===== src/rtl/hazard_scoreboard_if.sv =====
// Decode/EX control bus between the pipeline datapath and hazard_scoreboard.
// master = datapath side (drives decode fields, consumes stall/flush/forward),
// slave  = hazard_scoreboard.
interface hazard_scoreboard_if #(
   parameter int REG_AW = 5,
   parameter int FW     = 2,
   parameter int CNT_W  = 16
);
   logic              id_valid;
   logic [REG_AW-1:0] id_rs1;
   logic [REG_AW-1:0] id_rs2;
   logic              id_use_rs1;
   logic              id_use_rs2;
   logic [REG_AW-1:0] id_rd;
   logic              id_regwrite;
   logic              id_is_load;
   logic              ex_redirect;
   logic              stall_f;
   logic              stall_d;
   logic              flush_d;
   logic              flush_e;
   logic [FW-1:0]     fwd_a_sel;
   logic [FW-1:0]     fwd_b_sel;
   logic [CNT_W-1:0]  stat_stall_cnt;
   logic [CNT_W-1:0]  stat_flush_cnt;

   modport master (
      output id_valid, id_rs1, id_rs2, id_use_rs1, id_use_rs2,
             id_rd, id_regwrite, id_is_load, ex_redirect,
      input  stall_f, stall_d, flush_d, flush_e,
             fwd_a_sel, fwd_b_sel, stat_stall_cnt, stat_flush_cnt
   );

   modport slave (
      input  id_valid, id_rs1, id_rs2, id_use_rs1, id_use_rs2,
             id_rd, id_regwrite, id_is_load, ex_redirect,
      output stall_f, stall_d, flush_d, flush_e,
             fwd_a_sel, fwd_b_sel, stat_stall_cnt, stat_flush_cnt
   );
endinterface


===== src/rtl/hazard_scoreboard.sv =====
// hazard_scoreboard: shadow pipeline of in-flight destinations (EX..WB) that
// produces load-use stalls, redirect flushes and EX forwarding selects.
// Optional statistics counters are built when HAZARD_STATS_EN is defined;
// otherwise the statistics ports are tied to zero.
module hazard_scoreboard #(
   parameter int NSTAGE     = 3,
   parameter int LOAD_READY = 2,
   parameter int REG_AW     = 5,
   parameter int FW         = $clog2(NSTAGE),
   parameter int CNT_W      = 16
) (
   input logic                clk,
   input logic                reset,
   hazard_scoreboard_if.slave hz
);

   typedef struct packed {
      logic              valid;
      logic [REG_AW-1:0] rd;
      logic              regWrite;
      logic              isLoad;
   } entry_t;

   // stage[0] = EX ... stage[NSTAGE-1] = WB
   entry_t [NSTAGE-1:0] stage;
   logic [REG_AW-1:0]   exRs1;
   logic [REG_AW-1:0]   exRs2;
   logic                exUseRs1;
   logic                exUseRs2;
   logic                loadStall;
   logic                stallD;
   logic                advance;

   // x0 is hard-wired zero, so it never depends on an in-flight producer.
   function automatic logic srcMatch(input logic useBit, input logic [REG_AW-1:0] src,
                                     input entry_t e);
      return useBit && e.valid && e.regWrite && (e.rd == src) && (src != '0);
   endfunction

   // Scan oldest to youngest so the youngest forwardable producer wins.
   function automatic logic [FW-1:0] fwdSelect(input logic useBit, input logic [REG_AW-1:0] src,
                                               input entry_t [NSTAGE-1:0] st);
      logic [FW-1:0] sel;
      sel = '0;
      for (int k = NSTAGE - 1; k >= 1; k--) begin
         if (srcMatch(useBit, src, st[k]) && (!st[k].isLoad || k >= LOAD_READY))
            sel = FW'(k);
      end
      return sel;
   endfunction

   // Load-use detection: a decode source waits on a load whose data is not
   // yet forwardable by the time the consumer would reach EX.
   always_comb begin
      loadStall = 1'b0;
      for (int k = 0; k < NSTAGE - 1; k++) begin
         if (hz.id_valid && (k + 1 < LOAD_READY) && stage[k].isLoad &&
             (srcMatch(hz.id_use_rs1, hz.id_rs1, stage[k]) ||
              srcMatch(hz.id_use_rs2, hz.id_rs2, stage[k])))
            loadStall = 1'b1;
      end
   end

   // A redirect kills the D instruction, so it overrides any load-use stall.
   assign stallD     = loadStall && !hz.ex_redirect;
   assign advance    = hz.id_valid && !loadStall && !hz.ex_redirect;

   assign hz.stall_f   = !reset && stallD;
   assign hz.stall_d   = !reset && stallD;
   assign hz.flush_d   = !reset && hz.ex_redirect;
   assign hz.flush_e   = !reset && (hz.ex_redirect || loadStall);
   assign hz.fwd_a_sel = reset ? '0 : fwdSelect(exUseRs1, exRs1, stage);
   assign hz.fwd_b_sel = reset ? '0 : fwdSelect(exUseRs2, exRs2, stage);

   // Shadow pipeline shift; a bubble enters EX on stall, redirect or empty D.
   always_ff @(posedge clk) begin
      if (reset) begin
         stage    <= '0;
         exRs1    <= '0;
         exRs2    <= '0;
         exUseRs1 <= 1'b0;
         exUseRs2 <= 1'b0;
      end else begin
         for (int k = 1; k < NSTAGE; k++)
            stage[k] <= stage[k-1];
         if (advance) begin
            stage[0] <= '{valid: 1'b1, rd: hz.id_rd, regWrite: hz.id_regwrite,
                          isLoad: hz.id_is_load};
            exRs1    <= hz.id_rs1;
            exRs2    <= hz.id_rs2;
            exUseRs1 <= hz.id_use_rs1;
            exUseRs2 <= hz.id_use_rs2;
         end else begin
            stage[0] <= '0;
            exRs1    <= '0;
            exRs2    <= '0;
            exUseRs1 <= 1'b0;
            exUseRs2 <= 1'b0;
         end
      end
   end

`ifdef HAZARD_STATS_EN
   logic [CNT_W-1:0] stallCnt;
   logic [CNT_W-1:0] flushCnt;

   function automatic logic [CNT_W-1:0] satInc(input logic [CNT_W-1:0] c);
      return (c == '1) ? c : c + CNT_W'(1);
   endfunction

   // Saturating event counters: stall cycles and redirect cycles.
   always_ff @(posedge clk) begin
      if (reset) begin
         stallCnt <= '0;
         flushCnt <= '0;
      end else begin
         if (stallD)
            stallCnt <= satInc(stallCnt);
         if (hz.ex_redirect)
            flushCnt <= satInc(flushCnt);
      end
   end

   assign hz.stat_stall_cnt = reset ? '0 : stallCnt;
   assign hz.stat_flush_cnt = reset ? '0 : flushCnt;
`else
   assign hz.stat_stall_cnt = '0;
   assign hz.stat_flush_cnt = '0;
`endif

endmodule


===== src/flat_wrapper.sv =====
// flat-port wrapper written by rule: the top's interface ports become plain ports
module hazard_scoreboard_flat 
#(
   parameter int NSTAGE     = 3,
   parameter int LOAD_READY = 2,
   parameter int REG_AW     = 5,
   parameter int FW         = $clog2(NSTAGE),
   parameter int CNT_W      = 16
)
  (clk, reset, hz_id_valid, hz_id_rs1, hz_id_rs2, hz_id_use_rs1, hz_id_use_rs2, hz_id_rd, hz_id_regwrite, hz_id_is_load, hz_ex_redirect, hz_stall_f, hz_stall_d, hz_flush_d, hz_flush_e, hz_fwd_a_sel, hz_fwd_b_sel, hz_stat_stall_cnt, hz_stat_flush_cnt);
  hazard_scoreboard_if #(.REG_AW(REG_AW), .FW(FW), .CNT_W(CNT_W)) hz_i ();
  input logic clk;
  input logic reset;
  input wire logic [$bits(hz_i.id_valid)-1:0] hz_id_valid;
  input wire logic [$bits(hz_i.id_rs1)-1:0] hz_id_rs1;
  input wire logic [$bits(hz_i.id_rs2)-1:0] hz_id_rs2;
  input wire logic [$bits(hz_i.id_use_rs1)-1:0] hz_id_use_rs1;
  input wire logic [$bits(hz_i.id_use_rs2)-1:0] hz_id_use_rs2;
  input wire logic [$bits(hz_i.id_rd)-1:0] hz_id_rd;
  input wire logic [$bits(hz_i.id_regwrite)-1:0] hz_id_regwrite;
  input wire logic [$bits(hz_i.id_is_load)-1:0] hz_id_is_load;
  input wire logic [$bits(hz_i.ex_redirect)-1:0] hz_ex_redirect;
  output wire logic [$bits(hz_i.stall_f)-1:0] hz_stall_f;
  output wire logic [$bits(hz_i.stall_d)-1:0] hz_stall_d;
  output wire logic [$bits(hz_i.flush_d)-1:0] hz_flush_d;
  output wire logic [$bits(hz_i.flush_e)-1:0] hz_flush_e;
  output wire logic [$bits(hz_i.fwd_a_sel)-1:0] hz_fwd_a_sel;
  output wire logic [$bits(hz_i.fwd_b_sel)-1:0] hz_fwd_b_sel;
  output wire logic [$bits(hz_i.stat_stall_cnt)-1:0] hz_stat_stall_cnt;
  output wire logic [$bits(hz_i.stat_flush_cnt)-1:0] hz_stat_flush_cnt;
  assign hz_i.id_valid = hz_id_valid;
  assign hz_i.id_rs1 = hz_id_rs1;
  assign hz_i.id_rs2 = hz_id_rs2;
  assign hz_i.id_use_rs1 = hz_id_use_rs1;
  assign hz_i.id_use_rs2 = hz_id_use_rs2;
  assign hz_i.id_rd = hz_id_rd;
  assign hz_i.id_regwrite = hz_id_regwrite;
  assign hz_i.id_is_load = hz_id_is_load;
  assign hz_i.ex_redirect = hz_ex_redirect;
  assign hz_stall_f = hz_i.stall_f;
  assign hz_stall_d = hz_i.stall_d;
  assign hz_flush_d = hz_i.flush_d;
  assign hz_flush_e = hz_i.flush_e;
  assign hz_fwd_a_sel = hz_i.fwd_a_sel;
  assign hz_fwd_b_sel = hz_i.fwd_b_sel;
  assign hz_stat_stall_cnt = hz_i.stat_stall_cnt;
  assign hz_stat_flush_cnt = hz_i.stat_flush_cnt;
  hazard_scoreboard #(.NSTAGE(NSTAGE), .LOAD_READY(LOAD_READY), .REG_AW(REG_AW), .FW(FW), .CNT_W(CNT_W)) u_core (.clk(clk), .reset(reset), .hz(hz_i));
endmodule

===== config.mk =====
export PLATFORM = sky130hd
export DESIGN_NAME = hazard_scoreboard_flat
export DESIGN_NICKNAME = d
export VERILOG_FILES = /design/src/rtl/hazard_scoreboard_if.sv /design/src/rtl/hazard_scoreboard.sv /design/src/flat_wrapper.sv
export SDC_FILE = /design/constraint.sdc
export NUM_CORES = 1
export LEC_CHECK = 0
export BUFFER_PORTS_ARGS = -buffer_cell sky130_fd_sc_hd__buf_2
export CORE_ASPECT_RATIO = 1.4
export CORE_MARGIN = 5
export CORE_UTILIZATION = 53
export DETAILED_ROUTE_END_ITERATION = 16
export PLACE_DENSITY = 0.85
export SLEW_MARGIN = 5
export SYNTH_ARGS = -nofsm -noshare
export SYNTH_HDL_FRONTEND = slang
export SYNTH_SLANG_ARGS = --single-unit

===== constraint.sdc =====
create_clock -name clk -period 5.9 [get_ports clk]
set_input_delay 0.885 -clock clk [delete_from_list [all_inputs] [get_ports clk]]
set_output_delay 0.885 -clock clk [all_outputs]
set_load 0.01 [all_outputs]

Yosys cells after proc, flatten, opt, wreduce, memory -nomap -nowiden
Index checks and enable logic that the tools add are counted.
{"block": "word_totals", "out_inout_bits": 40, "in_bits": 23, "ff_bits": 35}
{"block": "classes", "n_bitwise": 1, "muxes": 8, "n_eq_ne": 6, "reduce_logical": 45}
{"operator": "$logic_and A1 B1 Y1", "count": 34}
{"operator": "$eq A5 B5 Y1", "count": 6}
{"operator": "$reduce_bool A5 Y1", "count": 4}
{"operator": "$mux W2", "count": 6}
{"operator": "$mux W8", "count": 1}
{"operator": "$logic_not A1 Y1", "count": 4}
{"operator": "$logic_or A1 B1 Y1", "count": 2}
{"operator": "$reduce_or A2 Y1", "count": 1}
{"operator": "$mux W1", "count": 1}
{"operator": "$not A1 Y1", "count": 1}

Depth between registers and ports, before layout
Gate-level depths: netlist of run 1.
{"block": "depth", "depth_word": 12, "depth_mapped": 6, "ltp_nobuf": 4}

Worst setup path after synthesis of run 1
OpenSTA, ideal clock, no wires.
{"block": "synth_timing", "path_kind": "in2out", "start": "input hz_id_rs2[3]", "end": "output hz_stall_f", "path_slack_ps": 2694, "stages": 6, "n_path_buf": 2, "required_time_ps": 5015, "t_arrival_ps": 2321, "path_cell_list": "xor2_1 -> or4_4 -> a2111oi_4 -> buf_6 -> o21a_1 -> buf_4"}
{"block": "synth_via", "elab_chain_len": 8, "elab_cells_between_ends": 9}
{"item": "start, declared", "line_no": "flat_wrapper.sv:16", "rtl": "input wire logic [$bits(hz_i.id_rs2)-1:0] hz_id_rs2;"}
{"item": "$eq A5 B5 Y1", "line_no": "hazard_scoreboard.sv:37", "rtl": "return useBit && e.valid && e.regWrite && (e.rd == src) && (src != '0);"}
{"item": "$logic_and A1 B1 Y1", "line_no": "hazard_scoreboard.sv:37"}
{"item": "$logic_and A1 B1 Y1 (*)", "line_no": "hazard_scoreboard.sv:37"}
{"item": "$logic_or A1 B1 Y1 (*)", "line_no": "hazard_scoreboard.sv:58", "rtl": "(srcMatch(hz.id_use_rs1, hz.id_rs1, stage[k]) ||"}
{"item": "$logic_and A1 B1 Y1 (*)", "line_no": "hazard_scoreboard.sv:57", "rtl": "if (hz.id_valid && (k + 1 < LOAD_READY) && stage[k].isLoad &&"}
{"item": "$mux W1 (*)", "line_no": "hazard_scoreboard.sv:57"}
{"item": "$logic_and A1 B1 Y1 (*)", "line_no": "hazard_scoreboard.sv:65", "rtl": "assign stallD = loadStall && !hz.ex_redirect;"}
{"item": "$logic_and A1 B1 Y1 (*)"}
{"item": "end, declared", "line_no": "flat_wrapper.sv:23", "rtl": "output wire logic [$bits(hz_i.stall_f)-1:0] hz_stall_f;"}
Every way passes the cells marked *; elsewhere a longest branch is shown, timed or not.

Worst setup path after layout of run 1
{"block": "layout_timing", "start": "input hz_id_rs2[3]", "end": "output hz_stall_f"}
{"block": "layout_via", "elab_chain_len": 8, "elab_cells_between_ends": 9}
{"item": "$eq A5 B5 Y1", "line_no": "hazard_scoreboard.sv:37"}
{"item": "$logic_and A1 B1 Y1", "line_no": "hazard_scoreboard.sv:37"}
{"item": "$logic_and A1 B1 Y1 (*)", "line_no": "hazard_scoreboard.sv:37"}
{"item": "$logic_or A1 B1 Y1 (*)", "line_no": "hazard_scoreboard.sv:58"}
{"item": "$logic_and A1 B1 Y1 (*)", "line_no": "hazard_scoreboard.sv:57"}
{"item": "$mux W1 (*)", "line_no": "hazard_scoreboard.sv:57"}
{"item": "$logic_and A1 B1 Y1 (*)", "line_no": "hazard_scoreboard.sv:65"}
{"item": "$logic_and A1 B1 Y1 (*)", "line_no": "hazard_scoreboard.sv:68", "rtl": "assign hz.stall_f = !reset && stallD;"}
Marked as above.

==> results of run 1 <==
[stage by stage]
| stage | util | area [um^2] | power, mW | std cells |
|---|---|---|---|---|
| after floorplan | - | 1860 | 0.294 | 209 |
| final | 0.594 | 1870 | 0.446 | 247 |
| after global routing | 0.594 | 1870 | 0.467 | 247 |
| after CTS | 0.594 | 1870 | 0.451 | 247 |
| after global placement | 0.568 | 1790 | 0.291 | 239 |
| after detailed placement | 0.568 | 1790 | 0.292 | 239 |
[layout by cell type (no fill, tap or decap), types with 2 or more instances in the layout]
master,instances
conb_1,32
dfxtp_1,35
or4_1,5
inv_1,4
nor2b_1,15
nor4_1,5
o21ai_0,3
nor2_1,4
xnor2_1,18
clkbuf_8,5
nand2_1,5
buf_2,30
clkbuf_1,2
xor2_1,10
nand4_1,3
nor4b_1,17
buf_4,2
[power groups by stage]
stage	combinational, mW	clock (mW)	sequential [mW]
3_3_place_gp	0.0398	0	0.251
3_5_place_dp	0.0404	0	0.252
2_1_floorplan	0.0442	0	0.250
5_1_grt	0.0458	0.175	0.247
4_1_cts	0.0408	0.164	0.246
6_report	0.0414	0.159	0.246
[synthesized netlist by cell type]
cell and count:
a2111oi_4 1, a21oi_1 1, and3b_1 1, and4_1 1, buf_2 2, buf_4 34
buf_6 1, clkbuf_1 4, conb_1 1, dfxtp_1 35, inv_1 4, nand2_1 5
nand3_1 1, nand4_1 3, nor2_1 4, nor2b_1 15, nor3_1 1, nor4_1 6
nor4b_1 17, o2111ai_1 1, o21a_1 1, o21ai_0 3, o31a_1 1, o41ai_1 1
or4_1 5, or4_4 1, xnor2_1 18, xor2_1 10
[routing by layer]
metal  GRT usage  vias to the layer above  routed length [um]
met4       0.111                        0                 149
met3      0.0382                       14                 308
met2       0.257                       59                1630
met1       0.145                      542                1160
met5           0                        -                   0
li1            -                      600                   -
[sequential cells by signal (all words and copies together), names as in the netlist]
| register | count |
|---|---|
| u_core.exRs2 | 5 |
| u_core.exUseRs2 | 1 |
| u_core.exUseRs1 | 1 |
| u_core.stage | 23 |
| u_core.exRs1 | 5 |
[path summary, 6_finish.rpt]
check / start / end / slack, ns
max: hz_id_rs2[3] / hz_stall_f / 2.75
min: u_core.stage[9]$_SDFF_PP0_ / u_core.stage[17]$_SDFF_PP0_ / 0.46
min reg2reg: u_core.stage[9]$_SDFF_PP0_ / u_core.stage[17]$_SDFF_PP0_ / 0.46
max reg2reg: u_core.stage[5]$_SDFF_PP0_ / u_core.exRs2[2]$_SDFF_PP0_ / 4.03
[kinds of logic after synthesis]
| group | after synthesis |
|---|---|
| AND/OR/NAND/NOR | 60 |
| AO/OA/AOI/OAI | 9 |
| flip-flops | 35 |
| other | 1 |
| buffers and inverters | 45 |
| XOR/XNOR | 28 |
[cell type report]
cell class | count | share of cell area
tap | 39 | 0.0261
sequential | 35 | 0.374
clock buffer | 7 | 0.0407
inverter | 4 | 0.00802
clock inverter | 1 | 0.00267
multi-input combinational | 129 | 0.460
timing repair buffer | 32 | 0.0882
==> qor.csv, run 1 <==
metric,value,unit
status,completed,
yosys.area.top_type,dfxtp_1,
grt_pass1_wl,5.11,mm
cts_max_level,2,
first_pass_iters,2,
cts-root-buf,clkbuf_8,
num-nets-final,230,
ff2ff_path_depth,5,
netlist_area,1750,um^2
clk_path_buf_depth,2,
drive_gt1_frac,0.197,
p_switching,0.105,mW
initial_core_util,0.554,
synth_top_family_by_area,simple AND/OR/NAND/NOR gates,
die_h,77.9,um
worstPathRequired,5.02,ns
slowest_stage,or4_4,
powerDensity,238,nW/um^2
cts_tree,built,
cap_violations,0,
layout.area.seq,701,um^2
pwr-share-clk,0.356,
vias,1215,
clk_latency,0.28,ns
min_period_over_period,0.535,
crit_chain,"buf_2, xor2_1, or4_4, a2111oi_4, o21a_1, buf_2",
ir_drop,0.188,mV
core,3150,um^2
yosys_warnings,0,
io-pin-count,63,
path_common_cell,buf_2,
place_ws,2.75,ns
holdPathStages,1,
setup_violations,0,
clock.fmax,317,MHz
avgViaCountPerCell,4.92,
antenna_found_initial,0,
ys_seq_elements,35,
multiInputGateArea,862,um^2
cts_buffers,5,
p_int,0.341,mW
synthMuxAreaShare,0,
holdBufCountCts,0,
cts_resized,0,
grt_pass1_vias,1165,
drc,0,
cp.depth,6,
setup_slack,2.75,ns
hold_viol_final,0,
worstSetupStartpointType,input port,
antenna_cells,0,
placement.io_buffers,30,
p_leak,0.809,nW
clk_pin_slew,0.06,ns
worst-path-buf-inv,2,
cpPeakStageDelay,0.55,ns
rows,24,
totalWireLength,3.25,mm
post_cts_buffers,0,
worstPathMaxFanout,3,
grt_setup_unrepaired,false,
wl_per_cell,13.1,um
ant_nets,0,
fin_skew,0.00523,ns
hold_path_class,reg2reg,
cts.sink_count,35,
fillers,293,
avgSynthCellArea,9.81,um^2
gp_congestion,0.859,
tns,0,ns
grtUsageTotal,0.148,
end_kind,output port,
area_delta_synth_final,7.24,%
report.final.slew_viol_count,0,
tightest_slew,0.635,ns
critical_path_class,in2out,
seq_power_share,0.552,
yosysTopAreaCellShare,0.401,
synthAdderAreaFrac,0,
critPathTopFamily,simple AND/OR/NAND/NOR gates,
drt-initial-drc-count,23,
grt_start_max_net_pins,21,
synth_compound_area_frac,0.0466,
yosys-top-cells-area,"dfxtp_1, buf_4, xnor2_1",
ys_seq_area_frac,0.401,
crit_arrival,2.27,ns
syn_inst,178,
yosysUniqueCellTypes,28,
fin_crit,3.15,ns
max-slew-margin-rel,0.576,
hpwl,2.58,mm
finalHoldWorstSlack,0.456,ns
p_comb_frac,0.093,
p_sw_frac,0.236,
synth_xor_area_frac,0.140,
yosys.area_share.simple,0.234,
die-width,58.5,um
grt-ovfl-total,0,
die_area,4560,um^2
(Power assumes the default switching activity.)
==> run 2: changes to the inputs <==
- ABC_AREA: default -> 1
- CORE_UTILIZATION: 53 -> 45
- PLACE_DENSITY: 0.85 -> 0.76
- clock period: 5.9 -> 2.7 ns (I/O delays scaled with it)
==> qor.csv, run 2 <==
metric,value,unit
status,completed,
final_core_util,0.503,
clk_pin_slew,0.06,ns
grt-ovfl-total,0,
die_area,5370,um^2
setup_slack,0.760,ns
cts-root-buf,clkbuf_8,
io-pin-count,63,
yosys_warnings,0,
syn_inst,252,
vias,1426,
top_register,u_core.stage,
clock.fmax,516,MHz
pwr-share-clk,0.427,
finalHoldWorstSlack,0.332,ns
grt_pass1_vias,1349,
synth_edf_count,0,
ff2ff_path_depth,11,
worstPathMaxFanout,4,
min_period_over_period,0.718,
yosys-top-cells-area,"dfxtp_1, buf_4, inv_1",
ys_seq_area_frac,0.390,
place_area,1840,um^2
worstPathRequired,2.30,ns
post_cts_buffers,0,
num-nets-final,306,
gp_congestion,0.850,
cp-startpoint,u_core.stage[5]$_SDFF_PP0_,
antenna_cells,0,
drt-initial-drc-count,29,
rr_startpoint,u_core.stage[5]$_SDFF_PP0_,
min-delay-start,hz_id_rd[4],
fillers,395,
layout_common_cells,"inv_1, nor2_1, dfxtp_1, conb_1",
netlist_area,1800,um^2
die-width,63.4,um
ys_seq_elements,35,
final_common_cell,inv_1,
async_flop_share,0,
r2r-end,u_core.exRs2[3]$_SDFF_PP0_,
yosysUniqueCellTypes,25,
p_sw_frac,0.228,
clk_latency,0.28,ns
worstSetupStartpointType,flop,
yosysTopAreaCellShare,0.390,
die_h,84.8,um
first_pass_iters,4,
largestRegisters,"u_core.stage x23, u_core.exRs1 x5, u_core.exRs2 x5",
cts.sink_count,35,
rows,27,
powerDensity,569,nW/um^2
p_leak,1.03,nW
core,3880,um^2
place_ws,0.837,ns
critical_path_class,reg2out,
cts_resized,0,
cts_buffers,5,
fin_crit,1.94,ns
holdBufCountCts,0,
synthFlopType,dfxtp_1,
holdPathStages,3,
seq_power_share,0.482,
grt_setup_unrepaired,false,
hold_viol_final,0,
cts_max_level,2,
avgSynthCellArea,7.13,um^2
p_comb_frac,0.090,
tns,0,ns
hpwl,2.68,mm
placement.io_buffers,30,
area_delta_synth_final,8.84,%
regToRegSetupSlack,1.20,ns
hold_path_class,in2reg,
initial_core_util,0.462,
cap_violations,0,
drive_gt1_frac,0.148,
synth.most_common_cell,inv_1,
crit_arrival,1.53,ns
ir_drop,0.423,mV
report.final.slew_viol_count,0,
fin_skew,0.00758,ns
design_area,1960,um^2
setup_violations,0,
largest_reg_flops,23,
avgViaCountPerCell,4.36,
synthTopCellsByCount,"inv_1, nor2_1, dfxtp_1",
min_to,u_core.stage[6]$_SDFF_PP0_,
grtUsageTotal,0.123,
grt_start_max_net_pins,21,
grt_pass1_wl,5.24,mm
totalWireLength,3.37,mm
drc,0,
yosys.area.top_type,dfxtp_1,
end_kind,output port,
antenna_found_initial,0,
p_switching,0.253,mW
cts_tree,built,
clk_path_buf_depth,2,
ant_nets,0,
wl_per_cell,10.3,um
p_int,0.860,mW
[run 2: cell types whose count changed after synthesis, sizes merged, moves of 4 or more]
cell	before	now
nor4	6	0
a21oi	1	5
nor2b	15	0
xnor2	18	10
nor3	1	8
or4	6	0
nand2	5	32
inv	4	49
nand3	1	10
nor4b	17	0
nor2	4	49
xor2	10	2
clkbuf	4	0
[run 2: metrics by stage]
step                      instances  power (mW)
after floorplan                 283       0.653
after global placement          319       0.646
after detailed placement        319       0.648
after CTS                       327        1.13
after global routing            327        1.16
final                           327        1.11
[run 2: worst max path at each step]
stage / endpoint / slack (ns) / cells past startpoint
floorplan: hz_stall_f / 1.05 / 11
global placement: hz_fwd_a_sel[1] / 0.89 / 9
detailed placement: hz_fwd_a_sel[1] / 0.84 / 9
CTS: hz_stall_f / 0.73 / 11
global route: hz_stall_f / 0.56 / 11
finish: hz_stall_f / 0.76 / 11
[run 2: kinds of logic (layout without fill, tap and decap cells)]
family,after synthesis,in the layout,share of synthesized area
xor+xnor,12,12,0.0585
buf+inv,86,87,0.258
simple gates,104,104,0.242
other cells,1,32,0.00209
flops,35,35,0.390
compound gates,14,14,0.0494
[run 2: metal layers]
| layer | global-route usage | vias to the layer above | wire length (um) |
|---|---|---|---|
| met5 | 0 | - | 0 |
| met2 | 0.228 | 53 | 1730 |
| met4 | 0.0756 | 0 | 112 |
| met1 | 0.111 | 613 | 1230 |
| li1 | - | 751 | - |
| met3 | 0.0402 | 9 | 292 |
[run 2: area by class of cell]
class,instances,area [um^2],area share
clock buffers,6,82.6,0.0422
well taps,43,53.8,0.0275
inverters,49,184,0.0940
flip-flops and latches,35,701,0.358
clock inverters,2,35.0,0.0179
repair buffers,30,150,0.0768
multi-input cells,162,749,0.383
[run 2: worst max-delay path, stage by stage, from the launching register on]
cell and delay, ns:
dfxtp_1 0.37, inv_1 0.07, nand2_1 0.05, nand2_1 0.04, inv_1 0.04, nand2_1 0.04, nor2_1 0.10, nand3_1 0.09
nand2_1 0.10, nand2_2 0.07, nor2_1 0.12, buf_2 0.15
[run 2: power by group through the flow]
stage               Combinational [mW]  Sequential [mW]  Clock [mW]
global route                     0.114            0.538       0.504
detailed placement              0.0995            0.548           0
floorplan                        0.107            0.546           0
global placement                0.0984            0.548           0
CTS                             0.0999            0.537       0.489
finish                           0.101            0.537       0.476
